File: config.mk
export PLATFORM = sky130hd
export DESIGN_NAME = flaf_mse_monitor
export DESIGN_NICKNAME = d
export VERILOG_FILES = /design/src/rtl/flaf_mon_pkg.sv /design/src/rtl/flaf_err_square.sv /design/src/rtl/flaf_mse_monitor.sv
export SDC_FILE = /design/constraint.sdc
export NUM_CORES = 1
export LEC_CHECK = 0
export BUFFER_PORTS_ARGS = -buffer_cell sky130_fd_sc_hd__clkbuf_2
export CAP_MARGIN = 20
export CORE_MARGIN = 2
export CORE_UTILIZATION = 58
export DETAILED_ROUTE_END_ITERATION = 10
export PLACE_DENSITY = 0.75
export SYNTH_ARGS = -nofsm -noshare
export SYNTH_HDL_FRONTEND = slang
export SYNTH_HIERARCHICAL = 1
export SYNTH_SLANG_ARGS = --single-unit
export TNS_END_PERCENT = 1
File: constraint.sdc
create_clock -name clk -period 11.73 [get_ports clk]
set_input_delay 1.173 -clock clk [delete_from_list [all_inputs] [get_ports clk]]
set_output_delay 1.173 -clock clk [all_outputs]
set_load 0.1 [all_outputs]
File: src/rtl/flaf_mon_pkg.sv
// Shared definitions for the FLAF convergence monitor: FSM state codes,
// Q4.12 threshold defaults and the unsigned saturation helper.
package flaf_mon_pkg;

    typedef enum logic [1:0] {
        WARMUP    = 2'd0,
        TRACK     = 2'd1,
        CONVERGED = 2'd2,
        DIVERGED  = 2'd3
    } mon_state_t;

    localparam logic [15:0] CONV_THR_Q412 = 16'h0010;
    localparam logic [15:0] EXIT_THR_Q412 = 16'h0040;
    localparam logic [15:0] DIV_THR_Q412  = 16'h4000;

    // Clamp an unsigned value to the largest value representable in w bits.
    function automatic logic [63:0] sat_u(input logic [63:0] x, input int unsigned w);
        logic [63:0] lim;
        lim = (64'd1 << w) - 64'd1;
        return (x > lim) ? lim : x;
    endfunction

endpackage

File: src/rtl/flaf_err_square.sv
// Registered error square: rounds e*e from Q(2*QP) back to Q(QP) and
// saturates to WIDTH unsigned bits; the valid bit travels alongside.
module flaf_err_square #(
    parameter int unsigned WIDTH = 16,
    parameter int unsigned QP    = 12
) (
    input  logic             clk,
    input  logic             reset,
    input  logic             clear,
    input  logic             valid_in,
    input  logic [WIDTH-1:0] error_in,
    output logic             valid_out,
    output logic [WIDTH-1:0] sq_out
);
    import flaf_mon_pkg::*;

    localparam int unsigned PW = 2 * WIDTH;
    localparam int unsigned RW = PW + 1;

    logic signed [PW-1:0] sq_c;
    logic [RW-1:0]        rnd_c;

    // Full-precision square plus half-LSB rounding constant.
    always_comb begin
        sq_c  = PW'($signed(error_in)) * PW'($signed(error_in));
        rnd_c = {1'b0, sq_c} + RW'(64'd1 << (QP - 1));
    end

    // Square register; clear discards any in-flight sample.
    always_ff @(posedge clk) begin
        if (reset || clear) begin
            valid_out <= 1'b0;
            sq_out    <= '0;
        end else begin
            valid_out <= valid_in;
            if (valid_in) begin
                sq_out <= WIDTH'(sat_u(64'(rnd_c >> QP), WIDTH));
            end
        end
    end

endmodule

File: src/rtl/flaf_mse_monitor.sv
// Convergence monitor for the FLAF filter: input register, squared error,
// EWMA mean-square error and a WARMUP/TRACK/CONVERGED/DIVERGED FSM.
// Optional peak |error| tracker enabled by defining FLAF_MON_PEAK_EN.
module flaf_mse_monitor #(
    parameter int unsigned      WIDTH      = 16,
    parameter int unsigned      QP         = 12,
    parameter int unsigned      LAMBDA_SH  = 6,
    parameter int unsigned      WARMUP_LEN = 64,
    parameter int unsigned      HOLD_LEN   = 256,
    parameter logic [WIDTH-1:0] CONV_THR   = WIDTH'(flaf_mon_pkg::CONV_THR_Q412),
    parameter logic [WIDTH-1:0] EXIT_THR   = WIDTH'(flaf_mon_pkg::EXIT_THR_Q412),
    parameter logic [WIDTH-1:0] DIV_THR    = WIDTH'(flaf_mon_pkg::DIV_THR_Q412),
    parameter int unsigned      CNT_W      = 24
) (
    input  logic             clk,
    input  logic             reset,
    input  logic             clear,
    input  logic             valid_in,
    input  logic [WIDTH-1:0] error_in,
    output logic [WIDTH-1:0] mse_out,
    output logic [1:0]       state_out,
    output logic             converged,
    output logic             diverged,
    output logic [CNT_W-1:0] conv_cycles,
    output logic [WIDTH-1:0] peak_err
);
    import flaf_mon_pkg::*;

    localparam int unsigned ACC_W  = WIDTH + LAMBDA_SH;
    localparam int unsigned WARM_W = $clog2(WARMUP_LEN + 1);
    localparam int unsigned HOLD_W = $clog2(HOLD_LEN + 1);

    logic             v_r;
    logic [WIDTH-1:0] e_r;
    logic             sq_v;
    logic [WIDTH-1:0] sq_r;
    logic             acc_v;
    logic [ACC_W-1:0] acc;

    mon_state_t       state_q, state_d;
    logic [WARM_W-1:0] warm_q, warm_d;
    logic [HOLD_W-1:0] hold_q, hold_d;
    logic [CNT_W-1:0] cnt_q, cnt_d;
    logic             frozen_q, frozen_d;
    logic             conv_q, div_q;

    // Input register; clear wins over a simultaneous valid sample.
    always_ff @(posedge clk) begin
        if (reset || clear) begin
            v_r <= 1'b0;
            e_r <= '0;
        end else begin
            v_r <= valid_in;
            if (valid_in) begin
                e_r <= error_in;
            end
        end
    end

    flaf_err_square #(
        .WIDTH (WIDTH),
        .QP    (QP)
    ) u_square (
        .clk       (clk),
        .reset     (reset),
        .clear     (clear),
        .valid_in  (v_r),
        .error_in  (e_r),
        .valid_out (sq_v),
        .sq_out    (sq_r)
    );

    // EWMA accumulator: acc <- acc - acc/2^L + sq, frozen on invalid cycles.
    always_ff @(posedge clk) begin
        if (reset || clear) begin
            acc_v <= 1'b0;
            acc   <= '0;
        end else begin
            acc_v <= sq_v;
            if (sq_v) begin
                acc <= acc - (acc >> LAMBDA_SH) + ACC_W'(sq_r);
            end
        end
    end

    assign mse_out = acc[ACC_W-1:LAMBDA_SH];

    // Next-state, hold/warm-up counters and convergence-time counter.
    always_comb begin
        state_d  = state_q;
        warm_d   = warm_q;
        hold_d   = hold_q;
        cnt_d    = cnt_q;
        frozen_d = frozen_q;
        if (acc_v) begin
            if (!frozen_q && (cnt_q != '1)) begin
                cnt_d = cnt_q + CNT_W'(1);
            end
            case (state_q)
                WARMUP: begin
                    warm_d = warm_q + WARM_W'(1);
                    if (warm_d == WARM_W'(WARMUP_LEN)) begin
                        state_d = TRACK;
                        hold_d  = '0;
                    end
                end
                TRACK: begin
                    if (mse_out > DIV_THR) begin
                        state_d = DIVERGED;
                    end else if (mse_out < CONV_THR) begin
                        hold_d = hold_q + HOLD_W'(1);
                        if (hold_d == HOLD_W'(HOLD_LEN)) begin
                            state_d = CONVERGED;
                        end
                    end else begin
                        hold_d = '0;
                    end
                end
                CONVERGED: begin
                    if (mse_out > DIV_THR) begin
                        state_d = DIVERGED;
                    end else if (mse_out >= EXIT_THR) begin
                        state_d = TRACK;
                        hold_d  = '0;
                    end
                end
                DIVERGED: begin
                    state_d = DIVERGED;
                end
                default: begin
                    state_d = WARMUP;
                end
            endcase
            if ((state_d == CONVERGED) && (state_q != CONVERGED)) begin
                frozen_d = 1'b1;
            end
        end
    end

    // FSM state, counters and registered status flags.
    always_ff @(posedge clk) begin
        if (reset || clear) begin
            state_q  <= WARMUP;
            warm_q   <= '0;
            hold_q   <= '0;
            cnt_q    <= '0;
            frozen_q <= 1'b0;
            conv_q   <= 1'b0;
            div_q    <= 1'b0;
        end else begin
            state_q  <= state_d;
            warm_q   <= warm_d;
            hold_q   <= hold_d;
            cnt_q    <= cnt_d;
            frozen_q <= frozen_d;
            conv_q   <= (state_d == CONVERGED);
            div_q    <= (state_d == DIVERGED);
        end
    end

    assign state_out   = state_q;
    assign converged   = conv_q;
    assign diverged    = div_q;
    assign conv_cycles = cnt_q;

`ifdef FLAF_MON_PEAK_EN
    localparam logic [WIDTH-1:0] NEG_MIN = {1'b1, {(WIDTH-1){1'b0}}};
    localparam logic [WIDTH-1:0] POS_MAX = {1'b0, {(WIDTH-1){1'b1}}};

    logic [WIDTH-1:0] abs_c;
    logic [WIDTH-1:0] peak_q;

    // Magnitude of the registered error, most-negative code clamped.
    always_comb begin
        abs_c = e_r;
        if (e_r[WIDTH-1]) begin
            abs_c = (e_r == NEG_MIN) ? POS_MAX : (~e_r + WIDTH'(1));
        end
    end

    // Running maximum of |error| since restart.
    always_ff @(posedge clk) begin
        if (reset || clear) begin
            peak_q <= '0;
        end else if (v_r && (abs_c > peak_q)) begin
            peak_q <= abs_c;
        end
    end

    assign peak_err = peak_q;
`else
    assign peak_err = '0;
`endif

endmodule

Yosys cells after proc, flatten, opt, wreduce, memory -nomap -nowiden

Cells that the tools add are included.

Shifts and indexed selects: 0
Eq/ne operators: 14
Muxes and demuxes: 16
Bitwise operators: 0
Reductions and logical operators: 10
Div/mod/pow operators: 0
Add/sub/neg operators: 6
Magnitude comparators: 4
Multiply operators: 1

Operator list:

| operator                                                               | count |
|---|---|
| 9-bit 2-to-1 mux                                                       | 5 |
| 32-bit by 12-bit adder with 33-bit output, second input constant       | 1 |
| 16-bit by 16-bit multiplier with 32-bit output                         | 1 |
| 9-bit one-hot mux with 3 select lines                                  | 1 |
| 24-bit by 1-bit adder with 24-bit output, second input constant        | 1 |
| 24-bit != test, second input constant                                  | 1 |
| 22-bit by 16-bit adder with 22-bit output                              | 1 |
| 22-bit by 16-bit subtractor with 22-bit output                         | 1 |
| 21-bit by 16-bit > comparator with 1-bit output, second input constant | 1 |
| 16-bit by 7-bit >= comparator with 1-bit output, second input constant | 1 |
| 16-bit by 15-bit > comparator with 1-bit output, second input constant | 1 |
| 16-bit by 5-bit < comparator with 1-bit output, second input constant  | 1 |
| 16-bit 2-to-1 mux                                                      | 1 |
| 2-bit 2-to-1 mux                                                       | 8 |
| 2-bit == test, second input constant                                   | 5 |
| 2-bit != test, second input constant                                   | 5 |
| 9-bit by 1-bit adder with 9-bit output, second input constant          | 1 |
| 9-bit == test, second input constant                                   | 1 |
| 2-bit one-hot mux with 4 select lines                                  | 1 |
| 7-bit by 1-bit adder with 7-bit output, second input constant          | 1 |
| 7-bit == test, second input constant                                   | 1 |
| 2-bit AND reduction                                                    | 3 |
| 6-bit AND reduction                                                    | 1 |
| 3-bit nonzero test                                                     | 1 |
| 5 further kinds                                                        | 6 |

Memories kept: 0
Input bits: 20
Bits in latches: 0
Output and inout port bits: 60
Memory bits (writable): 0
Bits in read-only memories: 0
Logic and storage cells: 64
Register bits after elaboration: 102

Logic depth before layout (Yosys ltp)

Depth in word-level cells: 10
Depth in mapped cells: 30
Depth with buffers taken out: 26

Cells and area by module

The synthesis kept the hierarchy.

Modules (own cells, without submodules):

| module           | sequential area each (um^2) | cells each | area each (um^2) | times used |
|---|---|---|---|---|
| flaf_err_square  | 340.3                       | 1208       | 10667.7          | 1 |
| flaf_mse_monitor | 1701.6                      | 676        | 5674.2           | 1 |

Least setup slack after synthesis

Ideal clock, no wire load.

Path type: register to register
Start point: reg e_r[15]
End point: reg u_square.sq_out[10]
Stages on the path, launching flop included: 27
Clock period less this slack: 7.534 ns
Setup time: 0.074 ns
Arrival: 7.460 ns
Slack: 4.196 ns
Buffers on the path: 4
Data required time: 11.656 ns
Cell sequence: dfxtp_1 -> inv_1 -> clkbuf_1 -> nor2_1 -> fa_1 -> inv_1 -> fa_1 -> inv_1 -> fa_1 -> fa_1 -> fa_1 -> inv_1 -> fa_1 -> inv_1 -> ha_1 -> buf_2 -> nand2_1 -> o21ai_0 -> mux2i_1 -> o311a_1 -> nand3_2 -> or4_4 -> or4_1 -> and3_1 -> buf_6 -> buf_12 -> a31oi_2

Cells in the longest elaborated chain, start to end: 4

Ends and longest elaborated chain:

| what                                             | line                   | source |
|---|---|---|
| start: declaration                               | flaf_mse_monitor.sv:34 | `logic [WIDTH-1:0] e_r;` |
| start signal: assignment                         | flaf_mse_monitor.sv:55 | `e_r <= error_in;` |
| 16-bit by 16-bit multiplier with 32-bit output * | flaf_err_square.sv:25  | `sq_c = PW'($signed(error_in)) * PW'($signed(error_in));` |
| 32-bit by 12-bit adder with 33-bit output *      | flaf_err_square.sv:26  | `rnd_c = {1'b0, sq_c} + RW'(64'd1 << (QP - 1));` |
| 21-bit by 16-bit > comparator with 1-bit output  | flaf_mon_pkg.sv:20     | `return (x > lim) ? lim : x;` |
| 16-bit 2-to-1 mux *                              | flaf_mon_pkg.sv:20     |  |
| end signal: assignment                           | flaf_err_square.sv:37  | `sq_out <= WIDTH'(sat_u(64'(rnd_c >> QP), WIDTH));` |
| end: declaration                                 | flaf_err_square.sv:13  | `output logic [WIDTH-1:0] sq_out` |

Mark *: on every way between the ends. The rest lies on a longest branch, timed or not.
A chain may end at the register's enable or synchronous reset.

Worst setup path after layout

Start point: reg e_r[15]
End point: reg u_square.sq_out[0]

Cells in the longest elaborated chain, start to end: 4

Ends and longest elaborated chain:

| what                                            | line |
|---|---|
| 16-bit by 16-bit multiplier with 32-bit output  | flaf_err_square.sv:25 |
| 32-bit by 12-bit adder with 33-bit output       | flaf_err_square.sv:26 |
| 21-bit by 16-bit > comparator with 1-bit output | flaf_mon_pkg.sv:20 |
| 16-bit 2-to-1 mux                               | flaf_mon_pkg.sv:20 |

No other way between the ends.

==> impl_metrics.ini <==
[status]
outcome = finished, final reports clean

[logic_synthesis]
synth_compound_area_share_pct = 12.2
yosysTopAreaCell = fa_1
synth_edf_count = 0
synth_commonest_cells = inv_1 (423), fa_1 (250), nand2_1 (141)
synth.top_cell.area_share_pct = 30.6
yosys_warnings = 6
synthMuxAreaShare_pct = 1.98
synth_xor_area_share_pct = 4.50
yosysMostFrequentCell = inv_1
synth_simple_gate_area_share_pct = 15.5
synth_cell_types = 94
ys_async_sr_fraction_pct = 0
ys_ff_latch = 102
synth_top_family_by_area = adder cells
ys.flop_type = dfxtp_1
syn_area_per_cell_sq_um = 8.67
syn_inst = 1884
synth_fa_ha_area_share_pct = 40.2
synth_area_leaders = fa_1 (31%), dfxtp_1 (12%), inv_1 (9.7%)
syn-cell-area_sq_mm = 0.0163
ys_seq_area_share_pct = 12.5

[power]
power_frac_comb_pct = 27.3
p_int_uw = 646
p_sw_share_pct = 34.0
power_density_mw_per_mm2 = 57.5
seqPwrFrac_pct = 36.8
switchingPower_uw = 333
pwr-share-clk_pct = 35.9
ir_drop_mv = 0.0788
p_leak_nw = 8.35

[worst_hold_path]
worstHoldPathCells = 2
worstHoldPathType = flip-flop to flip-flop

[sta]
setup_viol = 0
worstMarginPinSlew_ns = 1.05
fin_crit_ns = 8.65
fmax_ghz = 0.116
slew_headroom_pct = 29.4
rsz0062_at_grt = false
clock_skew_ns = 0.0149
finalMaxSlewViolations = 0
fin_tns_setup_ns = 0
fin_crit_sh_pct = 73.7
hold_viol_final = 0

[clock_network]
cts_root_buffer = clkbuf_16
cts_resized = 0
cts_buffers = 9
numClockSinks = 102
cts_hold_buf = 0
post_cts_buffers = 0
path_clk_slew_ns = 0.08
cts_tree = yes
htree_levels = 3
clock_latency_ns = 0.36
clockBufferDepth = 2

[routing]
drt_first_pass_iters = 5
via_per_inst = 5.61
antenna_left = 0
drc = 0
vias = 12700
drtIter0Drc = 869
wl_per_cell_um = 15.9
drt_wl_total_um = 36000

[worst_setup_path]
start_kind = flip-flop
critical_path_class = flip-flop to flip-flop
cp_max_fo = 21
rr_worst_depth = 22
regToRegSetupSlack_ns = 3.08
arrival_ns = 8.93
cp.required_ns = 12.01
worst_setup_path_end_kind = flip-flop

[floorplan]
start_util_pct = 58.8
die-area_sq_mm = 0.0295
fp.coreArea_sq_mm = 0.0278
rows = 61
die_y_um = 172
die_w_um = 172
ios = 80

[final_layout]
syn2layout_area_growth_pct = 4.17
design_area_sq_mm = 0.0170
nFillCells = 2461
antenna_cells = 0
final_cells = 2267
layout-drive-gt1-share_pct = 7.04
fin_nets = 2279

[grt]
grt_max_degree = 67
grtUsageTotal_pct = 25.9
grt_pass1_wl_um = 61400
gr-total-overflow = 0
grt_pass1_vias = 12900
antenna_found_initial = 0

[flow_run]
maxCapViolCount = 0

[placed_design]
gp_congestion = 0.919
place_area_sq_mm = 0.0167
dp.cells = 2251
hpwl_um = 28900
io_buffers = 63
==> logic make-up (layout without fill, tap and decap cells) <==
logic type | count (synthesis) | count (layout)
other cells | 1 | 16
xor+xnor | 84 | 84
fa+ha+maj | 375 | 375
compound gates | 278 | 278
buf+inv | 518 | 508
flops | 102 | 102
mux | 32 | 32
simple gates | 494 | 494
==> power by group through the flow <==
| stage | logic, mW | registers [mW] | clock network (mW) |
|---|---|---|---|
| after floorplan | 0.228 | 0.361 | 0 |
| after global placement | 0.260 | 0.368 | 0 |
| after detailed placement | 0.265 | 0.369 | 0 |
| after CTS | 0.267 | 0.361 | 0.358 |
| after global routing | 0.298 | 0.362 | 0.368 |
| final | 0.267 | 0.361 | 0.351 |
==> metrics by stage <==
step / util [%] / setup slack (ns) / hold WS (ns) / power (mW)
after CTS: 61.3 / 3.10 / 0.504 / 0.985
final: 61.3 / 3.08 / 0.495 / 0.979
after global placement: 60.0 / 3.39 / 0.475 / 0.628
after global routing: 61.3 / 2.39 / 0.514 / 1.03
after detailed placement: 60.0 / 3.16 / 0.487 / 0.634
after floorplan: - / 4.20 / 0.456 / 0.590
==> state kept, by name (all words and copies together), names as in the netlist <==
name and cells:
conv_cycles 24, acc 22, e_r 16, u_square/sq_out 16
hold_q 9, warm_q 7, state_out 2, acc_v 1
converged 1, diverged 1, frozen_q 1, u_square/valid_out 1
v_r 1
==> worst max-delay path, stage by stage (launching register included) <==
cell	delay [ns]
dfxtp_1	0.73
inv_1	0.40
nor2_1	0.31
fa_1	0.51
inv_1	0.24
fa_1	0.50
inv_1	0.34
fa_1	0.50
fa_1	0.47
fa_1	0.54
inv_1	0.05
fa_1	0.52
inv_1	0.04
ha_1	0.51
nand2_1	0.10
o21ai_0	0.44
mux2i_1	0.25
o311a_1	0.20
nand3_2	0.12
or4_4	0.56
or4_1	0.51
and3_1	0.43
a31oi_1	0.26
==> layer usage <==
| metal | share of wire [%] | vias up | track usage [%] |
|---|---|---|---|
| met5 | 0 | - | 0 |
| met4 | 2.2 | 0 | 6.58 |
| met3 | 5.8 | 59 | 3.64 |
| met2 | 50 | 396 | 47.1 |
| met1 | 42 | 6270 | 32.5 |
| li1 | - | 5998 | - |
==> placed cells by master, fill, tap and decap left out, types with 7 or more instances in the layout <==
cell / Yosys / final
o21a_1: 15 / 15
ha_1: 125 / 125
nor2b_1: 8 / 8
o31ai_1: 13 / 13
a31o_2: 7 / 7
and3_1: 23 / 23
a21oi_1: 47 / 47
xor2_1: 36 / 36
mux2i_1: 30 / 30
nor2_1: 116 / 116
xnor2_1: 48 / 48
o211ai_1: 15 / 15
dfxtp_1: 102 / 102
clkbuf_2: 1 / 63
conb_1: 1 / 16
nand4_1: 22 / 22
or3_1: 17 / 17
a21o_1: 12 / 12
a31oi_2: 10 / 10
clkbuf_16: 0 / 9
fa_1: 250 / 250
nand2_1: 141 / 141
a211oi_1: 12 / 12
and2_1: 39 / 39
and4_1: 10 / 10
o21ai_0: 57 / 57
a31oi_1: 14 / 14
nand3_1: 45 / 45
inv_1: 423 / 423
nor3_1: 15 / 15
==> area by class of cell <==
cell class | instances | area [sq um] | area share, %
Sequential cell | 102 | 2040 | 12.0
Multi-Input combinational cell | 1279 | 12200 | 71.8
Timing Repair Buffer | 69 | 360 | 2.12
Clock buffer | 11 | 253 | 1.48
Inverter | 423 | 1590 | 9.33
Tap cell | 378 | 473 | 2.78
Clock inverter | 5 | 87.6 | 0.515
==> path summary, 6_finish.rpt <==
kind	to	start
setup / recovery	u_square/sq_out[0]$_SDFFE_PP0P_	e_r[15]$_SDFFE_PP0P_
setup reg to reg	u_square/sq_out[0]$_SDFFE_PP0P_	e_r[15]$_SDFFE_PP0P_
hold / removal	acc[1]$_SDFFE_PP0P_	acc[1]$_SDFFE_PP0P_
hold reg to reg	acc[1]$_SDFFE_PP0P_	acc[1]$_SDFFE_PP0P_
Power figures use the tool's default switching activity.
